===== config.mk =====
export PLATFORM = sky130hd
export DESIGN_NAME = i2c_target_regs
export DESIGN_NICKNAME = d
export VERILOG_FILES = /design/src/rtl/i2c_target_regs.sv
export SDC_FILE = /design/constraint.sdc
export NUM_CORES = 1
export LEC_CHECK = 0
export ABC_AREA = 1
export CORE_MARGIN = 1
export CORE_UTILIZATION = 50
export CTS_BUF_LIST = sky130_fd_sc_hd__clkbuf_16
export CTS_CLUSTER_SIZE = 28
export DETAILED_ROUTE_END_ITERATION = 8
export PLACE_DENSITY = 0.87
export REMOVE_ABC_BUFFERS = 1
export SYNTH_ARGS = -nofsm -noshare
export SYNTH_HDL_FRONTEND = slang
export SYNTH_SLANG_ARGS = --single-unit

===== constraint.sdc =====
create_clock -name i_clk -period 3 [get_ports i_clk]
set_input_delay 0.6 -clock i_clk [delete_from_list [all_inputs] [get_ports i_clk]]
set_output_delay 0.6 -clock i_clk [all_outputs]
set_load 0.02 [all_outputs]

===== src/rtl/i2c_target_regs.sv =====
// I2C target at a 7-bit address with a 4x16-bit register map; open-drain SDA, never stretches SCL.
// Define I2C_TARGET_GLITCH_FILTER_EN to add a 3-sample persistence filter on both lines.
module i2c_target_regs #(
   parameter logic [6:0]  ADDR    = 7'h48,
   parameter logic [15:0] CFG_RST = 16'h8583
) (
   input  logic        i_clk,
   input  logic        i_rst,
   input  logic        i_scl,
   input  logic        i_sda,
   output logic        o_sda_oe,
   input  logic [15:0] i_conv_data,
   output logic [15:0] o_config,
   output logic [15:0] o_lo_thresh,
   output logic [15:0] o_hi_thresh,
   output logic        o_wr_stb,
   output logic [1:0]  o_wr_ptr,
   output logic        o_rd_stb,
   output logic        o_busy
);

   // state | meaning: IDLE wait START; ADDR/PTR/WMSB/WLSB shift a byte in; *_ACK drive ACK;
   // RD shift a byte out; RD_ACK sample controller ACK; IGNORE wait for START/STOP
   localparam logic [3:0] S_IDLE     = 4'd0;
   localparam logic [3:0] S_ADDR     = 4'd1;
   localparam logic [3:0] S_ADDR_ACK = 4'd2;
   localparam logic [3:0] S_PTR      = 4'd3;
   localparam logic [3:0] S_PTR_ACK  = 4'd4;
   localparam logic [3:0] S_WMSB     = 4'd5;
   localparam logic [3:0] S_WMSB_ACK = 4'd6;
   localparam logic [3:0] S_WLSB     = 4'd7;
   localparam logic [3:0] S_WLSB_ACK = 4'd8;
   localparam logic [3:0] S_RD       = 4'd9;
   localparam logic [3:0] S_RD_ACK   = 4'd10;
   localparam logic [3:0] S_IGNORE   = 4'd11;

   logic [1:0] scl_sync_q, sda_sync_q;
   logic       scl_l, sda_l;
   logic       scl_prev_q, sda_prev_q;

   always_ff @(posedge i_clk or posedge i_rst) begin
      if (i_rst) begin
         scl_sync_q <= 2'b11;
         sda_sync_q <= 2'b11;
      end else begin
         scl_sync_q <= {scl_sync_q[0], i_scl};
         sda_sync_q <= {sda_sync_q[0], i_sda};
      end
   end

`ifdef I2C_TARGET_GLITCH_FILTER_EN
   logic [1:0] scl_hist_q, sda_hist_q;
   logic       scl_flt_q, sda_flt_q;

   always_ff @(posedge i_clk or posedge i_rst) begin
      if (i_rst) begin
         scl_hist_q <= 2'b11;
         sda_hist_q <= 2'b11;
         scl_flt_q  <= 1'b1;
         sda_flt_q  <= 1'b1;
      end else begin
         scl_hist_q <= {scl_hist_q[0], scl_sync_q[1]};
         sda_hist_q <= {sda_hist_q[0], sda_sync_q[1]};
         if (scl_sync_q[1] == scl_hist_q[0] && scl_hist_q[0] == scl_hist_q[1])
            scl_flt_q <= scl_sync_q[1];
         if (sda_sync_q[1] == sda_hist_q[0] && sda_hist_q[0] == sda_hist_q[1])
            sda_flt_q <= sda_sync_q[1];
      end
   end

   assign scl_l = scl_flt_q;
   assign sda_l = sda_flt_q;
`else
   assign scl_l = scl_sync_q[1];
   assign sda_l = sda_sync_q[1];
`endif

   always_ff @(posedge i_clk or posedge i_rst) begin
      if (i_rst) begin
         scl_prev_q <= 1'b1;
         sda_prev_q <= 1'b1;
      end else begin
         scl_prev_q <= scl_l;
         sda_prev_q <= sda_l;
      end
   end

   logic start, stop, scl_rise, scl_fall;
   assign start    = scl_l & scl_prev_q & sda_prev_q & ~sda_l;
   assign stop     = scl_l & scl_prev_q & ~sda_prev_q & sda_l;
   assign scl_rise = scl_l & ~scl_prev_q;
   assign scl_fall = ~scl_l & scl_prev_q;

   logic [3:0]  state_q, state_d;
   logic [3:0]  cnt_q, cnt_d;
   logic [6:0]  sh_q, sh_d;
   logic [15:0] tx_q, tx_d;
   logic [7:0]  msb_q, msb_d;
   logic [1:0]  ptr_q, ptr_d;
   logic        rw_q, rw_d;
   logic        rd_lsb_q, rd_lsb_d;
   logic        sda_oe_q, sda_oe_d;
   logic        busy_q, busy_d;
   logic        wr_stb_q, wr_stb_d;
   logic [1:0]  wr_ptr_q, wr_ptr_d;
   logic        rd_stb_q, rd_stb_d;
   logic [15:0] cfg_q, cfg_d;
   logic [15:0] lo_q, lo_d;
   logic [15:0] hi_q, hi_d;
   logic [15:0] snap;
   logic [7:0]  rx_byte;

   always_comb begin
      case (ptr_q)
         2'd0:    snap = i_conv_data;
         2'd1:    snap = cfg_q;
         2'd2:    snap = lo_q;
         default: snap = hi_q;
      endcase
   end

   always_comb begin
      state_d  = state_q;
      cnt_d    = cnt_q;
      sh_d     = sh_q;
      tx_d     = tx_q;
      msb_d    = msb_q;
      ptr_d    = ptr_q;
      rw_d     = rw_q;
      rd_lsb_d = rd_lsb_q;
      sda_oe_d = sda_oe_q;
      busy_d   = busy_q;
      wr_ptr_d = wr_ptr_q;
      cfg_d    = cfg_q;
      lo_d     = lo_q;
      hi_d     = hi_q;
      wr_stb_d = 1'b0;
      rd_stb_d = 1'b0;
      rx_byte  = {sh_q, sda_l};

      if (start) begin
         state_d  = S_ADDR;
         cnt_d    = 4'd0;
         sda_oe_d = 1'b0;
      end else if (stop) begin
         state_d  = S_IDLE;
         sda_oe_d = 1'b0;
         busy_d   = 1'b0;
      end else begin
         case (state_q)
            S_ADDR, S_PTR, S_WMSB, S_WLSB: begin
               if (scl_rise) begin
                  sh_d  = rx_byte[6:0];
                  cnt_d = cnt_q + 4'd1;
                  if (cnt_q == 4'd7) begin
                     cnt_d = 4'd0;
                     if (state_q == S_ADDR) begin
                        if (rx_byte[7:1] != ADDR) begin
                           state_d = S_IGNORE;
                           busy_d  = 1'b0;
                        end else begin
                           state_d = S_ADDR_ACK;
                           busy_d  = 1'b1;
                           rw_d    = rx_byte[0];
                           if (rx_byte[0]) begin
                              tx_d     = snap;
                              rd_lsb_d = 1'b0;
                              rd_stb_d = (ptr_q == 2'd0);
                           end
                        end
                     end else if (state_q == S_PTR) begin
                        ptr_d   = rx_byte[1:0];
                        state_d = S_PTR_ACK;
                     end else if (state_q == S_WMSB) begin
                        msb_d   = rx_byte;
                        state_d = S_WMSB_ACK;
                     end else begin
                        // register 0 is read-only: the byte is ACKed but dropped
                        case (ptr_q)
                           2'd1:    cfg_d = {msb_q, rx_byte};
                           2'd2:    lo_d  = {msb_q, rx_byte};
                           2'd3:    hi_d  = {msb_q, rx_byte};
                           default: ;
                        endcase
                        if (ptr_q != 2'd0) begin
                           wr_stb_d = 1'b1;
                           wr_ptr_d = ptr_q;
                        end
                        state_d = S_WLSB_ACK;
                     end
                  end
               end
            end
            S_ADDR_ACK, S_PTR_ACK, S_WMSB_ACK, S_WLSB_ACK: begin
               if (scl_fall) begin
                  if (cnt_q == 4'd0) begin
                     sda_oe_d = 1'b1;
                     cnt_d    = 4'd1;
                  end else begin
                     cnt_d    = 4'd0;
                     sda_oe_d = 1'b0;
                     if (state_q == S_ADDR_ACK) begin
                        if (rw_q) begin
                           state_d  = S_RD;
                           sda_oe_d = ~tx_q[15];
                           tx_d     = {tx_q[14:0], 1'b0};
                        end else begin
                           state_d = S_PTR;
                        end
                     end else if (state_q == S_PTR_ACK) begin
                        state_d = S_WMSB;
                     end else if (state_q == S_WMSB_ACK) begin
                        state_d = S_WLSB;
                     end else begin
                        state_d = S_IGNORE;
                     end
                  end
               end
            end
            S_RD: begin
               if (scl_rise) begin
                  cnt_d = cnt_q + 4'd1;
               end else if (scl_fall) begin
                  if (cnt_q == 4'd8) begin
                     sda_oe_d = 1'b0;
                     cnt_d    = 4'd0;
                     state_d  = S_RD_ACK;
                  end else begin
                     sda_oe_d = ~tx_q[15];
                     tx_d     = {tx_q[14:0], 1'b0};
                  end
               end
            end
            S_RD_ACK: begin
               if (scl_rise && cnt_q == 4'd0) begin
                  if (sda_l) begin
                     state_d = S_IGNORE;
                  end else begin
                     cnt_d = 4'd1;
                     if (!rd_lsb_q) begin
                        rd_lsb_d = 1'b1;
                     end else begin
                        tx_d     = snap;
                        rd_lsb_d = 1'b0;
                        rd_stb_d = (ptr_q == 2'd0);
                     end
                  end
               end else if (scl_fall && cnt_q == 4'd1) begin
                  sda_oe_d = ~tx_q[15];
                  tx_d     = {tx_q[14:0], 1'b0};
                  cnt_d    = 4'd0;
                  state_d  = S_RD;
               end
            end
            default: ;
         endcase
      end
   end

   always_ff @(posedge i_clk or posedge i_rst) begin
      if (i_rst) begin
         state_q  <= S_IDLE;
         cnt_q    <= 4'd0;
         sh_q     <= 7'd0;
         tx_q     <= 16'd0;
         msb_q    <= 8'd0;
         ptr_q    <= 2'd0;
         rw_q     <= 1'b0;
         rd_lsb_q <= 1'b0;
         sda_oe_q <= 1'b0;
         busy_q   <= 1'b0;
         wr_stb_q <= 1'b0;
         wr_ptr_q <= 2'd0;
         rd_stb_q <= 1'b0;
         cfg_q    <= CFG_RST;
         lo_q     <= 16'h8000;
         hi_q     <= 16'h7FFF;
      end else begin
         state_q  <= state_d;
         cnt_q    <= cnt_d;
         sh_q     <= sh_d;
         tx_q     <= tx_d;
         msb_q    <= msb_d;
         ptr_q    <= ptr_d;
         rw_q     <= rw_d;
         rd_lsb_q <= rd_lsb_d;
         sda_oe_q <= sda_oe_d;
         busy_q   <= busy_d;
         wr_stb_q <= wr_stb_d;
         wr_ptr_q <= wr_ptr_d;
         rd_stb_q <= rd_stb_d;
         cfg_q    <= cfg_d;
         lo_q     <= lo_d;
         hi_q     <= hi_d;
      end
   end

   assign o_sda_oe    = sda_oe_q;
   assign o_busy      = busy_q;
   assign o_wr_stb    = wr_stb_q;
   assign o_wr_ptr    = wr_ptr_q;
   assign o_rd_stb    = rd_stb_q;
   assign o_config    = cfg_q;
   assign o_lo_thresh = lo_q;
   assign o_hi_thresh = hi_q;

endmodule


Yosys cells after proc, flatten, opt, wreduce, memory -nomap -nowiden
Index checks and enable logic that the tools add are counted.
{ "op_classes": {"add_sub_neg": 1, "n_mul": 0, "div": 0, "order_cmp": 0, "n_eq_ne": 52, "shifts": 0, "mux": 99, "n_bitwise": 18, "n_reduce_logical": 30} }
{ "op_table": {"columns": ["op", "n"], "rows": [
  ["16-bit 2-to-1 mux", 16],
  ["4-bit 2-to-1 mux", 31],
  ["16-bit case mux with 4 select lines", 1],
  ["4-bit inequality test, second input constant", 13],
  ["16-bit case mux with 3 select lines", 1],
  ["1-bit 2-to-1 mux", 45],
  ["9-bit AND reduction", 4],
  ["4-bit case mux with 4 select lines", 2],
  ["2-bit inequality test, second input constant", 15],
  ["4-bit by 3-bit == test with 1-bit output, second input constant", 5],
  ["10-bit AND reduction", 2],
  ["18-bit AND reduction", 1],
  ["4-bit == test, second input constant", 4],
  ["8-bit AND reduction", 2],
  ["3-bit inequality test, second input constant", 5],
  ["7-bit AND reduction", 2],
  ["2-bit nonzero test", 6],
  ["1-bit inverter", 11],
  ["5-bit inequality test, second input constant", 2],
  ["5-bit nonzero test", 2],
  ["4-bit by 1-bit == test with 1-bit output, second input constant", 2],
  ["4-bit by 2-bit == test with 1-bit output, second input constant", 2],
  ["4-bit OR reduction", 2],
  ["1-bit AND", 7],
  ["14 further kinds", 17]
]} }
{ "word_totals": {"register_bits": 103, "latchBits": 0, "mem_bits_rw": 0, "mem_bits_ro": 0, "inputBits": 20, "output_inout_bits": 54, "elab_cells": 220, "memories": 0} }

Logic depth before layout (Yosys ltp)
Gate-level depths: netlist of run 1.
{ "logic_depth": {"depth_word": 10, "depth_mapped": 13, "depth_no_buf": 12} }

Worst setup path before layout of run 1
Ideal clock, no wire load.
{ "synth_timing": {"path_type": "reg-to-reg", "start": "register cnt_q[0]", "end": "register lo_q[6] (netlist: o_lo_thresh[6])", "setup_time_ps": 127, "arrival_time_ps": 1654, "required_ps": 2873, "setup_slack_ps": 1219, "path_stages_with_launch": 12, "n_path_buf": 1, "period_less_slack_ps": 1781, "cell_sequence": "dfrtp_1 -> ha_1 -> nand2_1 -> nor2_2 -> nand2_1 -> nor2_4 -> nand2_4 -> nor2_4 -> nand2_2 -> buf_2 -> nand2_1 -> o21ai_0"} }
{ "synth_between": {"elab_chain_len": 2} }
{ "synth_rtl": {"columns": ["element", "line_no", "text"], "rows": [
  ["start, declared", "95", "logic [3:0] cnt_q, cnt_d;"],
  ["start signal, assigned", "280", "cnt_q <= cnt_d;"],
  ["4-bit by 3-bit == test with 1-bit output", "155", "if (cnt_q == 4'd7) begin"],
  ["9-bit AND reduction (no line)", null, null],
  ["end signal, assigned", "293", "lo_q <= lo_d;"],
  ["end, declared", "108", "logic [15:0] lo_q, lo_d;"]
]} }
No other way between the ends.
A chain may end at the register's enable or synchronous reset.

Worst setup path after layout of run 1
{ "layout_timing": {"start": "register sda_sync_q[1]", "end": "register tx_q[5]"} }
{ "layout_between": {"elab_chain_len": 4, "elab_cells_between_ends": 8, "classes_between": "eq/ne (2); bitwise (5); reduce/logical (1)"} }
{ "layout_rtl": {"columns": ["element", "line_no", "text"], "rows": [
  ["start, declared", "37", "logic [1:0] scl_sync_q, sda_sync_q;"],
  ["start signal, assigned", "47", "sda_sync_q <= {sda_sync_q[0], i_sda};"],
  ["1-bit inverter", "89", "assign start = scl_l & scl_prev_q & sda_prev_q & ~sda_l;"],
  ["1-bit AND", "89", null],
  ["1-bit inverter (no line)", null, null],
  ["18-bit AND reduction (no line) (*)", null, null],
  ["end signal, assigned", "282", "tx_q <= tx_d;"],
  ["end, declared", "97", "logic [15:0] tx_q, tx_d;"]
]} }
Every way passes the cells marked *; elsewhere a longest branch is shown, timed or not.

==> reports/results.ini, run 1 <==
[setup_path]
critPathArrivalTime_ns=2.71
worstPathMaxFanout=17
cp.required_ns=3.23
start_kind=flop
endpoint_kind=flop
critPathKind=reg2reg

[grt]
grt.overflow.total=0
grt_pass1_wl_microns=24500
grt_use_total_pct=27.7
grt_max_degree=76
antenna_found_initial=0
grt_pass1_vias=4876

[sta]
fin_crit_ns=2.48
relSlewSlack_pct=55.2
finClkSkew_ns=0.00859
timing.final.crit_share_pct=82.8
setup_viol=0
rsz0062_at_grt=no
slew_viol_final=0
tns_ns=0
worst_slack_ns=0.515
finalHoldViolCount=0
tightest_slew_ns=0.671
fmax_mhz=402

[synth]
yosysWarnings=0
syn_area_sq_um=5420
synth.distinct_cells=36
synth_area_per_cell_sq_um=7.78
synth_seq_cells=103
netlist_instances=697
synth.yosys.seq_area_share_pct=48.2

[power]
comb_power_share_pct=40.6
p_seq_share_pct=36.3
p_leak_nw=2.84
swShare_pct=43.5
p_sw_mw=2.13
powerDensity_nw_per_um2=757
p_int_mw=2.77
clkPwrFrac_pct=23.1
irDropWorstVdd_mv=0.448

[die]
io_pins=74
dieWidth_microns=106
die-area_sq_um=11300
die_y_microns=106
core-area_sq_um=10400
rows=37
initial_core_util_pct=52.0

[place]
gp_congestion=0.926
pre_cts_slack_ns=0.594
hpwl_microns=10600
dp.cells=883
port_buffers=73

[route]
m1WireLength_microns=6490
totalWireLength_microns=14700
first_pass_iters=5
vias=5149
drtAntennaViolNets=0
wl_met2_microns=6900
drt_iter0_drc=419
via_per_inst=5.73
routed-wl-met3_microns=1080
drc=0
topRoutingLayerUsed=met4
wl_per_cell_microns=16.4

[clock_network]
htree_levels=3
cts_buffers=9
postCtsSetupRepairBufs=0
cts_num_sinks=103
root_buffer=clkbuf_16
hold_buffers=0
tritoncts=yes
cts_buffer_depth=2
cts.clk_slew.worst_paths_ns=0.07
worstSkewPairLatency_ns=0.34
cts_resized=0

[flow_run]
maxCapViolCount=0

[layout]
area_growth_pct=19.5
layout.cells.most_common=nand2_1
num-nets-final=781
finalNonFillerCells=899
fillCellCount=882
mostFrequentLayoutCells=nand2_1, o21ai_0, dfrtp_1, clkdlybuf4s50_1, nand3_1
antenna_cells=0
drive_gt1_share_pct=10.7

[run_status]
status=finished clean

[worst_hold_path]
hp-class=reg2reg

==> synthesized netlist by cell type (all sizes together) <==
| master | number | area [sq um] |
|---|---|---|
| ha | 3 | 37.5 |
| nand2 | 231 | 905 |
| nor3 | 3 | 26.3 |
| nand3 | 61 | 310 |
| o21ai | 108 | 541 |
| and2 | 1 | 6.26 |
| a21oi | 7 | 35.0 |
| nor2 | 49 | 253 |
| o211ai | 7 | 52.6 |
| o311ai | 1 | 8.76 |
| o21a | 2 | 15.0 |
| or2 | 2 | 12.5 |
| o22ai | 1 | 6.26 |
| o31ai | 1 | 7.51 |
| nand4 | 19 | 119 |
| dfrtp | 75 | 1880 |
| buf | 21 | 160 |
| xor2 | 1 | 8.76 |
| nand3b | 1 | 7.51 |
| o2111ai | 1 | 8.76 |
| nor3b | 1 | 7.51 |
| o21bai | 2 | 15.0 |
| inv | 63 | 236 |
| dfstp | 28 | 736 |
| clkbuf | 8 | 30.0 |
==> routing by layer <==
metal | global-route usage [%] | vias up
met1 | 39.9 | 2447
li1 | - | 2413
met5 | 0 | -
met3 | 3.74 | 33
met2 | 43.0 | 256
met4 | 9.42 | 0
==> sequential cells by signal, indices dropped and copies added (netlist names) <==
signal,flops
sh_q,7
o_busy,1
tx_q,16
sda_prev_q,1
sda_sync_q,2
o_wr_stb,1
o_hi_thresh,16
rw_q,1
o_config,16
o_wr_ptr,2
ptr_q,2
rd_lsb_q,1
scl_sync_q,2
cnt_q,4
state_q,4
o_rd_stb,1
scl_prev_q,1
msb_q,8
o_sda_oe,1
o_lo_thresh,16
==> stage by stage <==
step                instance area (sq um)  total power, mW  hold WS (ns)  utilization [%]
global placement                     6190             3.71         0.347             59.4
CTS                                  6480             4.89         0.362             62.2
finish                               6480             4.91         0.361             62.2
floorplan                            5230             3.22         0.345                -
global route                         6480             5.26         0.366             62.2
detailed placement                   6190             3.75         0.351             59.4
==> path summary, 6_finish.rpt <==
check / from / endpoint / slack (ns) / cells past startpoint
max: sda_sync_q[1]$_DFF_PP1_ / tx_q[5]$_DFFE_PP0P_ / 0.52 / 10
min: sda_sync_q[0]$_DFF_PP1_ / sda_sync_q[1]$_DFF_PP1_ / 0.36 / 0
max reg2reg: sda_sync_q[1]$_DFF_PP1_ / tx_q[5]$_DFFE_PP0P_ / 0.52 / 10
min reg2reg: sda_sync_q[0]$_DFF_PP1_ / sda_sync_q[1]$_DFF_PP1_ / 0.36 / 0
min in group asynchronous: i_rst / state_q[1]$_DFFE_PP0P_ / 0.61 / 2
max in group asynchronous: i_rst / o_hi_thresh[1]$_DFFE_PP1P_ / 1.64 / 3
==> worst max-delay path: stages (launching register included) <==
cell      delay, ns
dfstp_2        0.59
inv_1          0.20
o21bai_1       0.22
nand2_1        0.29
nand2_1        0.09
a21oi_1        0.13
nand2_1        0.10
nor2_4         0.36
nand2_4        0.22
nand2_1        0.12
nand2_1        0.06
==> power groups by stage <==
stage / combinational (mW) / sequential [mW] / clock [mW]
5_1_grt: 2.26 / 1.81 / 1.20
3_3_place_gp: 1.91 / 1.80 / 0
4_1_cts: 1.97 / 1.78 / 1.14
6_report: 1.99 / 1.78 / 1.13
2_1_floorplan: 1.46 / 1.76 / 0
3_5_place_dp: 1.95 / 1.80 / 0
==> final cells by class <==
type,count,area (sq um),share of cell area [%]
sequential,103,2610,40.3
multi-input combinational,502,2380,36.8
timing repair buffer,79,788,12.2
tap,136,170,2.63
inverter,63,239,3.69
clock inverter,7,63.8,0.985
clock buffer,9,225,3.47
==> logic make-up (layout without fill, tap and decap cells) <==
family          after synthesis  in the layout  share of synthesized area [%]
flops                       103            103                           48.2
compound gates              130            130                           12.7
simple gates                368            368                           30.4
buf+inv                      92            158                           7.87
fa+ha+maj                     3              3                          0.692
xor+xnor                      1              1                          0.162
No activity file was read; power rests on OpenSTA's default activity.
==> inputs of run 2 (changes only) <==
clock period = 2.2 ns   (was 3 ns; I/O delays follow)
==> run 2 against run 1 <==
Net effect: via count up 2.1%; sequential cell count unchanged; non-clock buffer count up 24; design area up 3.6%; sequential power grew 37%; count of clock-buffer cells in the layout unchanged; clock skew is 0.0057 ns higher; fmax up 22%; clock power increased by 35%; utilization increased by 2.2 points; critical path type unchanged; critical endpoint is now o_hi_thresh[5]$_DFFE_PP1P_; highest routed layer unchanged.
==> reports/results.ini, run 2 (synthesized netlist as in run 1, its figures left out) <==
[layout]
fillCellCount=859
antenna_cells=0
layout.cells.most_common=nand2_1
final_util_pct=64.4
area_growth_pct=23.8
drive_gt1_share_pct=13.6
mostFrequentLayoutCells=nand2_1, o21ai_0, dfrtp_1, clkdlybuf4s50_1, nand3_1
num-nets-final=805

[grt]
busiest_layer=met2
grt_use_total_pct=28.2
grt_max_degree=41
grt_pass1_vias=5060
use_met2_pct=43.6
grtUsageMet1_pct=39.9
grtUsageMet3_pct=3.56
grt.overflow.total=0
grt_pass1_wl_microns=25000
antenna_found_initial=0

[sta]
setup_viol=0
tns_ns=0
slew_viol_final=0
finalHoldViolCount=0
finClkSkew_ns=0.0143
timing.final.crit_share_pct=92.3
worst_slack_ns=0.169
fin_crit_ns=2.03
fmax_mhz=492
rsz0062_at_grt=no
tightest_slew_ns=0.536
relSlewSlack_pct=64.2

[setup_path]
r2r_slack_ns=0.17
critPathKind=reg2reg
cp.required_ns=2.47
path_common_cell=nor2_4
start_kind=flop
slowest_stage=dfrtp_1
critPathArrivalTime_ns=2.30
cp_cell_sequence=ha_1 -> nand2_1 -> nor2_4 -> nand2_2 -> nor2_4 -> nand2_4 -> nor2_4 -> nand2_2 -> buf_12 -> o21ai_0
endpoint_kind=flop
slowest_delay_ns=0.44
worstPathMaxFanout=32

[clock_network]
cts.clk_slew.worst_paths_ns=0.08
cts_buffer_depth=2
hold_buffers=0
root_buffer=clkbuf_16
htree_levels=3
cts_num_sinks=103
worstSkewPairLatency_ns=0.35
tritoncts=yes
cts_buffers=9

[place]
hpwl_microns=10800
gp_congestion=1.03
port_buffers=73
pre_cts_slack_ns=0.0538

[route]
drtAntennaViolNets=0
first_pass_iters=5
via_per_inst=5.70
totalWireLength_microns=15300
drc=0
drt_iter0_drc=514
wl_per_cell_microns=16.5
vias=5259

[power]
irDropWorstVdd_mv=0.597
total_power_mw=6.96
powerDensity_nw_per_um2=1040
p_leak_nw=2.97

[die]
die_y_microns=106
io_pins=74
initial_core_util_pct=52.0
die-area_sq_um=11300
core-area_sq_um=10400
dieWidth_microns=106
rows=37

[worst_hold_path]
hp-class=reg2reg

[run_status]
status=finished clean

[flow_run]
maxCapViolCount=0

run 2: cell count changes in the layout (fill, tap and decap cells not counted), sizes merged:
cell and delta:
buf +24, clkinv -1, clkinvlp +1
run 2: layout make-up:
type / instances / area, sq um / area share (%)
Clock buffer: 9 / 225 / 3.36
Sequential cell: 103 / 2610 / 38.9
Clock inverter: 7 / 57.6 / 0.857
Timing Repair Buffer: 103 / 1020 / 15.2
Tap cell: 136 / 170 / 2.53
Multi-Input combinational cell: 502 / 2390 / 35.6
Inverter: 63 / 239 / 3.56
run 2: critical path, delay by kind of cell, from the launching register on:
| family | cells | cell delay [ns] |
|---|---|---|
| adder cells (fa/ha/maj) | 1 | 0.21 |
| buffers and inverters | 1 | 0.18 |
| flip-flops | 1 | 0.44 |
| AO/OA/AOI/OAI | 1 | 0.21 |
| AND/OR/NAND/NOR | 7 | 0.88 |
run 2: layer usage:
| layer | up-vias | share of wire (%) |
|---|---|---|
| met5 | - | 0 |
| met4 | 0 | 3.1 |
| met3 | 51 | 7.9 |
| met2 | 296 | 46 |
| met1 | 2460 | 43 |
| li1 | 2452 | - |
run 2: power breakdown:
| part | internal, mW | switching, mW |
|---|---|---|
| logic | 1.01 | 1.98 |
| registers | 2.17 | 0.266 |
| clock network | 0.784 | 0.740 |
run 2: final timing paths:
path,startpoint,to,cells after the start
hold reg to reg,scl_sync_q[0]$_DFF_PP1_,scl_sync_q[1]$_DFF_PP1_,0
hold / removal,scl_sync_q[0]$_DFF_PP1_,scl_sync_q[1]$_DFF_PP1_,0
setup / recovery,cnt_q[0]$_DFFE_PP0P_,o_hi_thresh[5]$_DFFE_PP1P_,10
setup reg to reg,cnt_q[0]$_DFFE_PP0P_,o_hi_thresh[5]$_DFFE_PP1P_,10
max in group asynchronous,i_rst,o_hi_thresh[9]$_DFFE_PP1P_,3
min in group asynchronous,i_rst,tx_q[5]$_DFFE_PP0P_,2
run 2: per-stage QoR:
step	instances	hold slack [ns]	area (sq um)
2_1_floorplan	668	0.345	5230
3_3_place_gp	907	0.348	6420
3_5_place_dp	907	0.349	6420
4_1_cts	923	0.360	6710
5_1_grt	923	0.361	6710
6_report	923	0.359	6710
run 2: repair_timing:
| action | 4_1_cts | 5_1_grt |
|---|---|---|
| hold endpoints to repair | 0 | 0 |
| gates resized for setup | 0 | 2 |
| buffers inserted | 0 | 0 |
| endpoints found under the setup margin | 0 | 49 |
==> inputs of run 3 (changes only) <==
CORE_UTILIZATION = 40   (was 50)
PLACE_DENSITY = 0.74   (was 0.87)
==> run 3 against run 2 <==
Net effect: die area grew 25%; count of clock-buffer cells in the layout is the same; largest power group unchanged; sequential power is essentially flat; final cell count grew 4.3%; sequential cell count is the same; design area grew 0.37%; critical endpoint is now o_hi_thresh[1]$_DFFE_PP1P_; fmax shrank 1.7%; combinational power is essentially flat; critical path depth shrank 1.
==> reports/results.ini, run 3 (synthesized netlist as in run 1, its figures left out) <==
[layout]
drive_gt1_share_pct=13.7
fillCellCount=1297
ff_latch_area_sq_um=2610
antenna_cells=0
finalNonFillerCells=963
layout.cells.most_common=nand2_1
area_growth_pct=24.3
final_area_sq_um=6740
multi_input_area_sq_um=2390
num-nets-final=805
mostFrequentLayoutCells=nand2_1, o21ai_0, dfrtp_1, clkdlybuf4s50_1, nand3_1

[route]
vias=4999
wl_per_cell_microns=15.3
via_per_inst=5.19
drtAntennaViolNets=0
first_pass_iters=6
totalWireLength_microns=14800
drt_iter0_drc=463
drc=0

[setup_path]
cp.buffers_inverters=2
critPathArrivalTime_ns=2.34
slowest_delay_ns=0.58
path_common_cell=nor2_4
critPathKind=reg2reg
slowest_stage=dfstp_2
endpoint_kind=flop
start_kind=flop
r2r_slack_ns=0.13
cp_cell_sequence=inv_1 -> nor2_4 -> nand2_1 -> nor2_4 -> nand2_4 -> nor2_4 -> nand2_2 -> buf_6 -> o21ai_0
cp_top_family=simple AND/OR/NAND/NOR gates
worstPathMaxFanout=24
cp.required_ns=2.48

[clock_network]
cts_buffers=9
root_buffer=clkbuf_16
htree_levels=3
postCtsSetupRepairBufs=0
cts_num_sinks=103
cts.clk_slew.worst_paths_ns=0.08
cts_buffer_depth=2
worstSkewPairLatency_ns=0.35
tritoncts=yes

[sta]
rsz0062_at_grt=yes
timing.final.crit_share_pct=93.9
slew_viol_final=0
relSlewSlack_pct=67.2
fmax_mhz=484
tightest_slew_ns=0.493
fin_hold_ws_ns=0.356
finalHoldViolCount=0
fin_crit_ns=2.07
finClkSkew_ns=0.0113
setup_viol=0

[place]
gp_congestion=0.924
dp.cells=947
hpwl_microns=10900
port_buffers=73
placed_cell_area_sq_um=6450

[grt]
grt_max_degree=40
grt_pass1_wl_microns=24900
grt_use_total_pct=22.6
grt.overflow.total=0
grt_pass1_vias=4870
antenna_found_initial=0

[power]
p_leak_nw=2.96
irDropWorstVdd_mv=0.441
powerDensity_nw_per_um2=1030

[die]
rows=42
io_pins=74
die_y_microns=118
dieWidth_microns=118
core-area_sq_um=13200
die-area_sq_um=14000
initial_core_util_pct=40.9

[worst_hold_path]
hp-class=reg2reg

[run_status]
status=finished clean

[flow_run]
maxCapViolCount=0

run 3: cell types whose count changed in the layout (fill, tap and decap cells not counted):
cell,delta
dfrtp_2,+1
inv_6,-1
dfrtp_1,-1
nand2_2,-2
nor2_2,+1
nor2_4,-1
buf_12,-2
nand2_4,+1
clkinv_2,+2
buf_4,+1
inv_1,-1
buf_6,+1
nand2_1,+1
run 3: routing by layer:
| layer | wire, microns | up-vias | GRT usage, % |
|---|---|---|---|
| li1 | - | 2444 | - |
| met1 | 7230 | 2400 | 33.4 |
| met2 | 6670 | 138 | 34.1 |
| met3 | 657 | 17 | 2.65 |
| met4 | 225 | 0 | 7.91 |
| met5 | 0 | - | 0 |
run 3: per-stage QoR:
stage	TNS (ns)	worst slack [ns]	utilization (%)	total power, mW
after global routing	-0.297	-0.0593	50.9	7.47
after CTS	0	0.0607	50.8	6.96
after detailed placement	0	0.0716	48.7	5.42
after global placement	0	0.188	48.7	5.38
after floorplan	-72.97	-0.897	-	4.39
final	0	0.134	50.9	6.95
run 3: power breakdown:
group | total, mW | switching, mW | internal, mW
clock network | 1.51 | 0.732 | 0.779
logic | 3.01 | 1.96 | 1.05
registers | 2.43 | 0.254 | 2.18
total | 6.95 | 2.95 | 4.01
run 3: final cells by class:
type / count / area share (%)
clock inverter: 7 / 0.817
clock buffer: 9 / 3.34
sequential: 103 / 38.8
inverter: 63 / 3.55
timing repair buffer: 103 / 14.8
multi-input combinational: 502 / 35.4
tap: 176 / 3.27
run 3: repair_timing:
item                       CTS  global route
resized for setup            0             3
setup endpoints to repair    0            31
hold buffers                 0             0
run 3: worst paths after layout:
check | start | endpoint | depth (start not counted)
max in group asynchronous | i_rst | scl_sync_q[0]$_DFF_PP1_ | 3
min in group asynchronous | i_rst | msb_q[2]$_DFFE_PP0P_ | 2
min reg2reg | scl_sync_q[0]$_DFF_PP1_ | scl_sync_q[1]$_DFF_PP1_ | 0
max | scl_sync_q[1]$_DFF_PP1_ | o_hi_thresh[1]$_DFFE_PP1P_ | 9
max reg2reg | scl_sync_q[1]$_DFF_PP1_ | o_hi_thresh[1]$_DFFE_PP1P_ | 9
min | scl_sync_q[0]$_DFF_PP1_ | scl_sync_q[1]$_DFF_PP1_ | 0
